### src/rtl/ext_bus_responder_pkg.sv
// rtl/ext_bus_responder_pkg.sv - shared state encoding and read-latency bounds for the external bus responder
package ext_bus_responder_pkg;

    typedef enum logic [2:0] {
        ST_IDLE,
        ST_CODE_WAIT,
        ST_CODE_DRIVE,
        ST_DATA_WAIT,
        ST_DATA_DRIVE,
        ST_WRITE_HOLD
    } bus_state_t;

    localparam int RD_LAT_MIN = 1;
    localparam int RD_LAT_MAX = 3;

    typedef logic [1:0] lat_cnt_t;

    function automatic int clamp_lat(input int lat);
        if (lat < RD_LAT_MIN) return RD_LAT_MIN;
        if (lat > RD_LAT_MAX) return RD_LAT_MAX;
        return lat;
    endfunction

endpackage

### src/rtl/ext_bus_responder_bus_edge_sync.sv
// rtl/ext_bus_responder_bus_edge_sync.sv - registers the external bus once and derives strobe/ALE edges
module bus_edge_sync (
    input  logic       clk,
    input  logic       reset,
    input  logic       ale,
    input  logic       psen_n,
    input  logic       rd_n,
    input  logic       wr_n,
    input  logic [7:0] p0_in,
    input  logic [7:0] p2_in,
    output logic       ale_r,
    output logic       psen_r,
    output logic       rd_r,
    output logic       wr_r,
    output logic [7:0] p0_r,
    output logic [7:0] p2_r,
    output logic       ale_fall,
    output logic       psen_fall,
    output logic       rd_fall,
    output logic       wr_fall,
    output logic       wr_rise
);

    logic ale_p;
    logic psen_p;
    logic rd_p;
    logic wr_p;

    // History resets to the inactive bus so reset release never fabricates an edge.
    always_ff @(posedge clk) begin
        if (reset) begin
            ale_r  <= 1'b0;
            psen_r <= 1'b1;
            rd_r   <= 1'b1;
            wr_r   <= 1'b1;
            ale_p  <= 1'b0;
            psen_p <= 1'b1;
            rd_p   <= 1'b1;
            wr_p   <= 1'b1;
            p0_r   <= 8'h00;
            p2_r   <= 8'h00;
        end else begin
            ale_r  <= ale;
            psen_r <= psen_n;
            rd_r   <= rd_n;
            wr_r   <= wr_n;
            ale_p  <= ale_r;
            psen_p <= psen_r;
            rd_p   <= rd_r;
            wr_p   <= wr_r;
            p0_r   <= p0_in;
            p2_r   <= p2_in;
        end
    end

    assign ale_fall  = ale_p & ~ale_r;
    assign psen_fall = psen_p & ~psen_r;
    assign rd_fall   = rd_p & ~rd_r;
    assign wr_fall   = wr_p & ~wr_r;
    assign wr_rise   = ~wr_p & wr_r;

endmodule

### src/rtl/ext_bus_responder.sv
// rtl/ext_bus_responder.sv - answers core code fetches and MOVX accesses from a backing memory
module ext_bus_responder
    import ext_bus_responder_pkg::*;
#(
    parameter int RD_LAT = 1
) (
    input  logic        clk,
    input  logic        reset,
    input  logic        ale,
    input  logic        psen_n,
    input  logic        rd_n,
    input  logic        wr_n,
    input  logic [7:0]  p0_in,
    input  logic [7:0]  p2_in,
    output logic [7:0]  p0_out,
    output logic        p0_oe,
    output logic [15:0] mem_addr,
    output logic        code_rd,
    output logic        xdata_rd,
    output logic        xdata_wr,
    output logic [7:0]  xdata_wdata,
    input  logic [7:0]  code_rdata,
    input  logic [7:0]  xdata_rdata,
    output logic        bus_err
);

    localparam lat_cnt_t LAT = lat_cnt_t'(clamp_lat(RD_LAT));

    logic       ale_r, psen_r, rd_r, wr_r;
    logic [7:0] p0_r, p2_r;
    logic       ale_fall, psen_fall, rd_fall, wr_fall, wr_rise;

    bus_state_t  state, state_next;
    lat_cnt_t    wait_cnt;
    logic [15:0] ale_addr;
    logic        multi_low, err_set, drive;
    logic        issue_code, issue_data, issue_write, capture;

    bus_edge_sync u_sync (
        .clk       (clk),
        .reset     (reset),
        .ale       (ale),
        .psen_n    (psen_n),
        .rd_n      (rd_n),
        .wr_n      (wr_n),
        .p0_in     (p0_in),
        .p2_in     (p2_in),
        .ale_r     (ale_r),
        .psen_r    (psen_r),
        .rd_r      (rd_r),
        .wr_r      (wr_r),
        .p0_r      (p0_r),
        .p2_r      (p2_r),
        .ale_fall  (ale_fall),
        .psen_fall (psen_fall),
        .rd_fall   (rd_fall),
        .wr_fall   (wr_fall),
        .wr_rise   (wr_rise)
    );

    assign multi_low = (~psen_r & ~rd_r) | (~psen_r & ~wr_r) | (~rd_r & ~wr_r);

    always_ff @(posedge clk) begin
        if (reset) begin
            state    <= ST_IDLE;
            wait_cnt <= '0;
        end else begin
            state <= state_next;
            if (state_next == state && (state == ST_CODE_WAIT || state == ST_DATA_WAIT))
                wait_cnt <= lat_cnt_t'(wait_cnt + 2'd1);
            else
                wait_cnt <= '0;
        end
    end

    // Protocol errors pre-empt every state; a released strobe during a wait wins over capture.
    always_comb begin
        state_next = state;
        if (multi_low || (state != ST_IDLE && ale_r)) begin
            state_next = ST_IDLE;
        end else begin
            case (state)
                ST_IDLE: begin
                    if (psen_fall)    state_next = ST_CODE_WAIT;
                    else if (rd_fall) state_next = ST_DATA_WAIT;
                    else if (wr_fall) state_next = ST_WRITE_HOLD;
                end
                ST_CODE_WAIT: begin
                    if (psen_r)               state_next = ST_IDLE;
                    else if (wait_cnt == LAT) state_next = ST_CODE_DRIVE;
                end
                ST_CODE_DRIVE: if (psen_r) state_next = ST_IDLE;
                ST_DATA_WAIT: begin
                    if (rd_r)                 state_next = ST_IDLE;
                    else if (wait_cnt == LAT) state_next = ST_DATA_DRIVE;
                end
                ST_DATA_DRIVE: if (rd_r) state_next = ST_IDLE;
                ST_WRITE_HOLD: if (wr_rise) state_next = ST_IDLE;
                default: state_next = ST_IDLE;
            endcase
        end
    end

    always_comb begin
        err_set     = multi_low | (state != ST_IDLE && ale_r);
        issue_code  = (state == ST_IDLE) && (state_next == ST_CODE_WAIT);
        issue_data  = (state == ST_IDLE) && (state_next == ST_DATA_WAIT);
        issue_write = (state == ST_WRITE_HOLD) && wr_rise && !err_set;
        capture     = (state == ST_CODE_WAIT && state_next == ST_CODE_DRIVE)
                    || (state == ST_DATA_WAIT && state_next == ST_DATA_DRIVE);
        drive       = (state == ST_CODE_DRIVE && !psen_r) || (state == ST_DATA_DRIVE && !rd_r);
        p0_oe       = drive && !ale_r && wr_r;
    end

    always_ff @(posedge clk) begin
        if (reset) begin
            ale_addr    <= 16'h0000;
            mem_addr    <= 16'h0000;
            p0_out      <= 8'h00;
            xdata_wdata <= 8'h00;
            code_rd     <= 1'b0;
            xdata_rd    <= 1'b0;
            xdata_wr    <= 1'b0;
            bus_err     <= 1'b0;
        end else begin
            if (ale_r)    ale_addr <= {p2_r, p0_r};
            if (ale_fall) mem_addr <= ale_addr;
            if (!wr_r)    xdata_wdata <= p0_r;
            if (capture)  p0_out <= (state == ST_CODE_WAIT) ? code_rdata : xdata_rdata;
            code_rd  <= issue_code;
            xdata_rd <= issue_data;
            xdata_wr <= issue_write;
            if (err_set) bus_err <= 1'b1;
        end
    end

endmodule
### config.mk
export PLATFORM = sky130hd
export DESIGN_NAME = ext_bus_responder
export DESIGN_NICKNAME = d
export VERILOG_FILES = /design/src/rtl/ext_bus_responder_pkg.sv /design/src/rtl/ext_bus_responder_bus_edge_sync.sv /design/src/rtl/ext_bus_responder.sv
export SDC_FILE = /design/constraint.sdc
export NUM_CORES = 1
export LEC_CHECK = 0
export ABC_AREA = 1
export BUFFER_PORTS_ARGS = -buffer_cell sky130_fd_sc_hd__buf_2
export CAP_MARGIN = 20
export CORE_UTILIZATION = 48
export CTS_BUF_LIST = sky130_fd_sc_hd__clkbuf_4 sky130_fd_sc_hd__clkbuf_8 sky130_fd_sc_hd__clkbuf_16
export DETAILED_ROUTE_END_ITERATION = 10
export PLACE_DENSITY = 0.72
export SYNTH_ARGS = -nofsm -noshare
export SYNTH_HDL_FRONTEND = slang
export SYNTH_SLANG_ARGS = --single-unit
### constraint.sdc
create_clock -name clk -period 1.9 [get_ports clk]
set_clock_uncertainty 0.2 [all_clocks]
set_input_delay 0.095 -clock clk [delete_from_list [all_inputs] [get_ports clk]]
set_output_delay 0.095 -clock clk [all_outputs]
set_load 0.05 [all_outputs]
==> metrics.md, run 1 <==
| Metric | Value |
|---|---|
| Status | finished clean |
| Die Width | 83.44 um |
| Max Fclk | 542.6 MHz |
| Fin. Hold Viols | 0 |
| EDFF count, synth | 0 |
| Clock Sinks | 81 |
| Critical path class | reg -> out |
| Max Cap Violations | 0 |
| Dpl ws | 19.93 ps |
| H-tree depth | 3 |
| Yosys warnings | 0 |
| Pre-Repair DR Iteration Count | 5 |
| Cell accounting for the most synthesized area | dfxtp_1 |
| Total die area | 6961 um2 |
| Sum Neg Setup Slack | 0 ps |
| Cells after synthesis | 394 |
| Synth unique cells | 32 |
| Initial Utilization | 49.84% |
| Fin worst setup slack | 57.08 ps |
| # IOs | 75 |
| First-pass GRT wire length | 11.81 mm |
| Critical path peak fanout | 6 |
| Routability cong. | 0.9282 |
| Initial DRC Count | 139 |
| Die Ht | 83.44 um |
| WP data arrival | 1550 ps |
| CTS Buffer Depth | 2 |
| PD cells | 914.7 nW/um2 |
| Area contributors post-synth | dfxtp_1 51%, nor2_1 9.8%, o21ai_0 6.6% |
| Clock Latency Late Sink | 350 ps |
| CP Capture Type | output pin |
| Core ar. | 6386 um2 |
| Post-synth top area share | 50.94% |
| R2R Setup Slk | 90 ps |
| Slew Limit Headroom | 71.38% |
| Mapped Avg Cell Area | 8.079 um2 |
| Nets | 556 |
| Number of cell rows | 29 |
| Max Slew Vio Count | 0 |
| Number of buffers created by CTS | 9 |
| Worst-Margin Slew | 428.8 ps |
| Required @ worst endpoint | 1600 ps |
| Post-Synthesis Cell Area | 3183 um2 |
| Final WL | 7.238 mm |
| Seq/Total Area, Yosys | 50.94% |
| Cell area after layout | 4340 um2 |
| Vias in the first global route | 2679 |
| Total grt overflow | 0 |
| GR Util All Layers | 21.49% |
| Share of cells above drive strength 1 | 32.25% |
| Via count | 2880 |
| Period utilization | 97.00% |
| DR WL/cell | 12.10 um |
| Post-synth ARST share | 0% |
| Core Util, Final | 67.97% |
| Clk root buf | clkbuf_8 |
| #FFs+latches synth | 81 |
| Syn nets | 433 |
| Layout Area Growth over Synthesis | 36.36% |
| Diode count | 0 |
| # DRC | 0 |
| WHS | 237.9 ps |
| Initial antenna violation count | 0 |
| Placed cell area | 3662 um2 |
| Tmin final | 1843 ps |
| Setup-failing EPs final | 0 |
| Worst vdd ir | 0.0006698 V |
| Port Buffer Count | 74 |
| Largest net degree at the start of global routing | 32 |
| Routed Antenna Nets | 0 |
| Leak | 2.092 nW |
| Primary FF master, synth | dfxtp_1 |
| TritonCTS clock tree | yes |
| CP Launch Type | flip-flop |
| Clk slew on worst S/H paths | 70 ps |
| Dpl hpwl | 4.553 mm |
| Tightest Hold Check Type | reg -> reg |
| Routed vias/inst | 4.816 |
[flip-flops by register name (all words and copies together), names as in the netlist, 2 cells and up]
signal	cells
ale_addr	16
mem_addr	16
p0_out	8
state	3
u_sync.p0_r	8
u_sync.p2_r	8
wait_cnt	2
xdata_wdata	8
[final timing paths]
path	depth (start not counted)	from	to
max	6	state[0]	p0_oe
max reg2reg	13	wait_cnt[1]	p0_out[1]
min	1	wait_cnt[0]	wait_cnt[0]
min reg2reg	1	wait_cnt[0]	wait_cnt[0]
[layout by cell type (no fill, tap or decap), types with 2 or more instances in the layout]
| cell type | netlist | layout |
|---|---|---|
| nand2_1 | 44 | 44 |
| nor3_2 | 1 | 2 |
| nor2_2 | 12 | 13 |
| nor3_1 | 4 | 3 |
| nor2_4 | 3 | 3 |
| mux2i_1 | 4 | 4 |
| clkbuf_8 | 0 | 9 |
| dfxtp_1 | 81 | 74 |
| nand2_2 | 9 | 9 |
| nand2_4 | 3 | 3 |
| dfxtp_2 | 0 | 7 |
| buf_4 | 2 | 19 |
| o21ai_0 | 42 | 41 |
| clkinvlp_4 | 0 | 2 |
| nand3_4 | 1 | 2 |
| or2_2 | 3 | 3 |
| nand3_1 | 8 | 7 |
| bufinv_16 | 0 | 2 |
| nor2_1 | 83 | 82 |
| a21oi_1 | 16 | 16 |
| nand4_1 | 6 | 6 |
| dlygate4sd3_1 | 0 | 37 |
| buf_2 | 2 | 74 |
| o21ai_4 | 1 | 2 |
| inv_1 | 37 | 36 |
| nor2_8 | 2 | 2 |
| nand3_2 | 2 | 3 |
| inv_2 | 7 | 8 |
[cell type report]
class | count | area [um2]
clock buffers | 9 | 123.9
clock inverters | 6 | 92.59
fillers | 513 | 2046
inverters | 44 | 165.2
multi-input cells | 250 | 1329
flip-flops and latches | 81 | 1630
well taps | 77 | 96.34
repair buffers | 131 | 903.4
[cells by family (layout without fill, tap and decap cells)]
group,after synthesis,count (layout),synth area share [%]
and+or+nand+nor,182,183,27.83
AOI/OAI and AO/OA,62,62,10.69
DFF,81,81,50.94
muxes,4,4,1.258
adders and majority gates,1,1,0.3930
buffers and inverters,64,190,8.883
[power breakdown]
part           switching (W)  total [W]  internal (W)
sequential         0.0000511    0.00185       0.00180
combinational       0.000484   0.000765      0.000282
clock               0.000616    0.00135      0.000739
total                0.00115    0.00397       0.00282
[timing repair]
item                                    in CTS  in global routing
pin swaps                                    0                  6
gates cloned                                 0                  1
endpoints found under the hold margin       30                  0
buffers inserted                             0                  5
hold buffers                                37                  0
resized for setup                            1                 14
endpoints found under the setup margin       1                 13
[synth_stat cells (2+ instances only)]
master,instances
buf_4,2
mux2i_1,4
nand3_1,8
nand3_2,2
or2_2,3
inv_1,37
nor3_1,4
inv_2,7
nor2_1,83
nand2_1,44
clkbuf_1,12
buf_6,2
buf_2,2
nand2_2,9
nor2_2,12
dfxtp_1,81
nor2_8,2
nor2_4,3
nand4_1,6
nand2_4,3
o21ai_0,42
a21oi_1,16
[critical path, cell delays in order (launching register included)]
cell and delay (ps):
dfxtp_2 350, inv_2 140, nand2_1 70, nor2_1 160, a31oi_1 80, nor3_2 120
buf_2 290
[routing by layer]
metal	up-vias	share of wire, %	track usage, %
met1	1298	43	26.07
met3	14	4.2	4.175
met2	84	50	36.21
met5	-	0	0
met4	0	2.3	11.09
li1	1484	-	-
[per-stage QoR]
step,total power [W],cells
after floorplan,0.002390,394
after global placement,0.002547,540
after detailed placement,0.002557,540
after CTS,0.003955,592
after global routing,0.004152,598
final,0.003970,598
Note: power is estimated with default switching activity, not from simulation.
==> run 2: changes to the inputs <==
--- a/config.mk
+++ b/config.mk
@@ -5,10 +5,9 @@
 export SDC_FILE = /design/constraint.sdc
 export NUM_CORES = 1
 export LEC_CHECK = 0
-export ABC_AREA = 1
 export BUFFER_PORTS_ARGS = -buffer_cell sky130_fd_sc_hd__buf_2
 export CAP_MARGIN = 20
-export CORE_UTILIZATION = 48
+export CORE_UTILIZATION = 47
 export CTS_BUF_LIST = sky130_fd_sc_hd__clkbuf_4 sky130_fd_sc_hd__clkbuf_8 sky130_fd_sc_hd__clkbuf_16
 export DETAILED_ROUTE_END_ITERATION = 10
 export PLACE_DENSITY = 0.72
==> metrics.md, run 2 <==
| Metric | Value |
|---|---|
| Routed Antenna Nets | 0 (unchanged) |
| Share of cells above drive strength 1 | 30.84% (was 32.25%) |
| Worst setup path end | state[2] (was p0_oe) |
| Placed Cells | 460 (was 540) |
| Leak | 1.761 nW (was 2.092 nW) |
| Required @ worst endpoint | 1980 ps (was 1600 ps) |
| CP Depth | 4 (was 6) |
| Worst-path cell with the longest stage delay | or4b_1 (was dfxtp_2) |
| Mapped Avg Cell Area | 9.446 um2 (was 8.079 um2) |
| Clock Sinks | 81 (unchanged) |
| Initial DRC Count | 107 (was 139) |
| Area contributors post-synth | dfxtp_1 55%, mux2i_1 8.1%, nand2_1 5.5% (was dfxtp_1 51%, nor2_1 9.8%, o21ai_0 6.6%) |
| #FFs+latches synth | 81 (unchanged) |
| Synth Area in Compound Gates | 11.00% (was 10.69%) |
| Yosys warnings | 0 (unchanged) |
| FF-to-FF path depth | 4 (was 13) |
| TritonCTS clock tree | yes (unchanged) |
| CP Launch Type | flip-flop (unchanged) |
| Power share of the combinational group | 12.7% (was 19.3%) |
| Tightest Hold Check Type | reg -> reg (unchanged) |
| Core ar. | 5991 um2 (was 6386 um2) |
| EDFF count, synth | 0 (unchanged) |
| Largest net degree at the start of global routing | 52 (was 32) |
| Worst Setup SP | state[1] (was state[0]) |
| Fin worst setup slack | 18.66 ps (was 57.08 ps) |
| Number of buffers created by CTS | 9 (unchanged) |
| Most frequent cell after synthesis | dfxtp_1 (was nor2_1) |
| Post-Synth Adder-Cell Area | 0.4232% (was 0.3931%) |
| Synth cell count leaders | 81 x dfxtp_1, 43 x nand2_1, 37 x nor2_1 (was 83 x nor2_1, 81 x dfxtp_1, 44 x nand2_1) |
| Worst-Margin Slew | 473.2 ps (was 428.8 ps) |
| Origin of the critical flop-to-flop path | state[1] (was wait_cnt[1]) |
| Critical path class | reg -> reg (was reg -> out) |
| Routability cong. | 0.9250 (was 0.9282) |
| Routed vias/inst | 5.012 (was 4.816) |
| Final WL | 7.046 mm (was 7.238 mm) |
| WHS | 245.4 ps (was 237.9 ps) |
| Max Cap Violations | 0 (unchanged) |
| PD cells | 822.1 nW/um2 (was 914.7 nW/um2) |
| Layout Area Growth over Synthesis | 39.74% (was 36.36%) |
| Core Util, Final | 68.96% (was 67.97%) |
| Clk slew on worst S/H paths | 90 ps (was 70 ps) |
| CP max stage delay | 510 ps (was 350 ps) |
| Total grt overflow | 0 (unchanged) |
| Dpl hpwl | 4.389 mm (was 4.553 mm) |
| Number of cell rows | 28 (was 29) |
| CP Capture Type | flip-flop (was output pin) |
| WP data arrival | 1960 ps (was 1550 ps) |
| Psw | 0.0009142 W (was 0.001150 W) |
| Non-filler instance count after layout | 516 (was 598) |
| # IOs | 75 (unchanged) |
| RSZ-0062 raised after global routing | true |
| Vias in the first global route | 2437 (was 2679) |
| Fin. Hold Viols | 0 (unchanged) |
| RR Endpoint | state[2] (was p0_out[1]) |
| Slew Limit Headroom | 68.46% (was 71.38%) |
| Clock power share | 34.8% (was 34.1%) |
| Pre-Repair DR Iteration Count | 5 (unchanged) |
| Primary FF master, synth | dfxtp_1 (unchanged) |
| H-tree depth | 3 (unchanged) |
| Buf/Inv on CP | 0 (was 2) |
| Largest family of logic cells by synthesized area | simple AND/OR/NAND/NOR gates (unchanged) |
| Tmin final | 1881 ps (was 1843 ps) |
| Port Buffer Count | 74 (unchanged) |
| Via count | 2586 (was 2880) |
| Initial antenna violation count | 0 (unchanged) |
| Cells after synthesis | 313 (was 394) |
| Crit path cell chain | or3_4 > or4b_1 > o211ai_1 > nor2b_1 (was inv_2 > nand2_1 > nor2_1 > a31oi_1 > nor3_2 > buf_2) |
| Diode count | 0 (unchanged) |
| Synth unique cells | 35 (was 32) |
| GR Util All Layers | 22.53% (was 21.49%) |
| Nets | 475 (was 556) |
| Dpl ws | -5.479 ps (was 19.93 ps) |
| Post-Synthesis Cell Area | 2957 um2 (was 3183 um2) |
| Simple logic cell fraction of the synthesized area | 21.96% (was 27.83%) |
| Switching Share | 26.92% (was 28.98%) |
| Status | finished clean (unchanged) |
| Period utilization | 99.02% (was 97.00%) |
| DR WL/cell | 13.66 um (was 12.10 um) |
| Die Ht | 81.32 um (was 83.44 um) |
| Flop pwr share | 52.4% (was 46.6%) |
| Max Fclk | 531.5 MHz (was 542.6 MHz) |
| # DRC | 0 (unchanged) |
| Die Width | 81.32 um (was 83.44 um) |
| Cell accounting for the most synthesized area | dfxtp_1 (unchanged) |
| Clk root buf | clkbuf_8 (unchanged) |
| XOR/XNOR share of the synthesized area | 0% (unchanged) |
| Clock Latency Late Sink | 350 ps (about the same) |
| Largest delay share family, worst path | simple AND/OR/NAND/NOR gates (was buffers and inverters) |
| Initial Utilization | 49.35% (was 49.84%) |
| First-pass GRT wire length | 11.10 mm (was 11.81 mm) |
| Commonest cells after routing, fill and taps aside | 77 x dfxtp_1, 73 x buf_2, 43 x nand2_1 (was 82 x nor2_1, 74 x dfxtp_1, 74 x buf_2) |
| Post-synth top area share | 54.85% (was 50.94%) |
| CTS Buffer Depth | 2 (unchanged) |
| R2R Setup Slk | 20 ps (was 90 ps) |
| Leading cell type in the layout, fill and taps excluded | dfxtp_1 (was nor2_1) |
| Max Slew Vio Count | 0 (unchanged) |
| Worst vdd ir | 0.0006314 V (was 0.0006698 V) |
| Seq/Total Area, Yosys | 54.85% (was 50.94%) |
| Int Power | 0.002482 W (was 0.002820 W) |
| Post-synthesis mux area share | 8.125% (was 1.258%) |
| Syn nets | 352 (was 433) |
| Total die area | 6612 um2 (was 6961 um2) |
| Post-synth ARST share | 0% (unchanged) |
| Critical path peak fanout | 5 (was 6) |
| Setup-failing EPs final | 0 (unchanged) |
| Biggest regs | ale_addr x16, mem_addr x16 (unchanged) |
| Sum Neg Setup Slack | 0 ps (unchanged) |
## run 2: changes by cell type in the layout (fill, tap and decap cells not counted), moves of 8 or more
cell,previous run,this run
nor2_1,82,36
nor2_2,13,1
nor2b_1,0,21
nand2_2,9,0
inv_2,8,0
o21ai_0,41,11
mux2i_1,4,24
inv_1,36,4
## run 2: metrics by stage
stage          power [W]  instance area, um2
2_1_floorplan   0.002040                2974
5_1_grt         0.003560                4131
4_1_cts         0.003407                4074
6_report        0.003396                4131
3_5_place_dp    0.002170                3498
3_3_place_gp    0.002162                3498
## run 2: cell families (layout without fill, tap and decap cells)
family / after synthesis / count (layout)
mux: 24 / 24
buf+inv: 26 / 154
fa+ha+maj: 1 / 1
compound gates: 47 / 47
simple gates: 134 / 134
flops: 81 / 81
## run 2: timing repair
action,CTS,global route
hold endpoints to repair,31,0
pin swaps,1,9
buffers inserted,0,3
setup endpoints to repair,6,11
gates resized for setup,5,9
hold buffers,37,0
## run 2: final cells by class
| class | count | area, um2 |
|---|---|---|
| fillers | 466 | 1859 |
| clock inverters | 6 | 51.30 |
| repair buffers | 134 | 935.9 |
| inverters | 4 | 15.01 |
| flip-flops and latches | 81 | 1629 |
| well taps | 75 | 93.84 |
| clock buffers | 10 | 137.6 |
| multi-input cells | 206 | 1269 |
## run 2: how the worst min path moves through the flow
stage	slack (ps)	startpoint	cells past startpoint	endpoint
6_report	250	ale_addr[4]	2	mem_addr[4]
5_1_grt	260	wr_n	3	u_sync.wr_r
4_1_cts	240	ale_addr[4]	2	mem_addr[4]
3_5_place_dp	80	wr_n	2	u_sync.wr_r
3_3_place_gp	80	wr_n	2	u_sync.wr_r
2_1_floorplan	-1	psen_n	1	u_sync.psen_r
## run 2: power by group through the flow
stage	Clock [W]	Combinational [W]	Sequential (W)
after detailed placement	0	0.000351	0.00182
after global placement	0	0.000346	0.00182
after floorplan	0	0.000185	0.00185
final	0.00118	0.000433	0.00178
after global routing	0.00131	0.000468	0.00179
after CTS	0.00121	0.000412	0.00178
## run 2: worst reg2reg max path, stage by stage (launching register included)
cell and delay (ps):
dfxtp_4 370, or3_4 370, or4b_1 510, o211ai_1 200, nor2b_1 170
## run 2: layer usage
metal  share of wire, %  global-route usage, %
met1                 44                  26.87
met2                 49                  36.50
met3                3.1                  6.629
met4                3.2                  11.61
met5                  0                      0
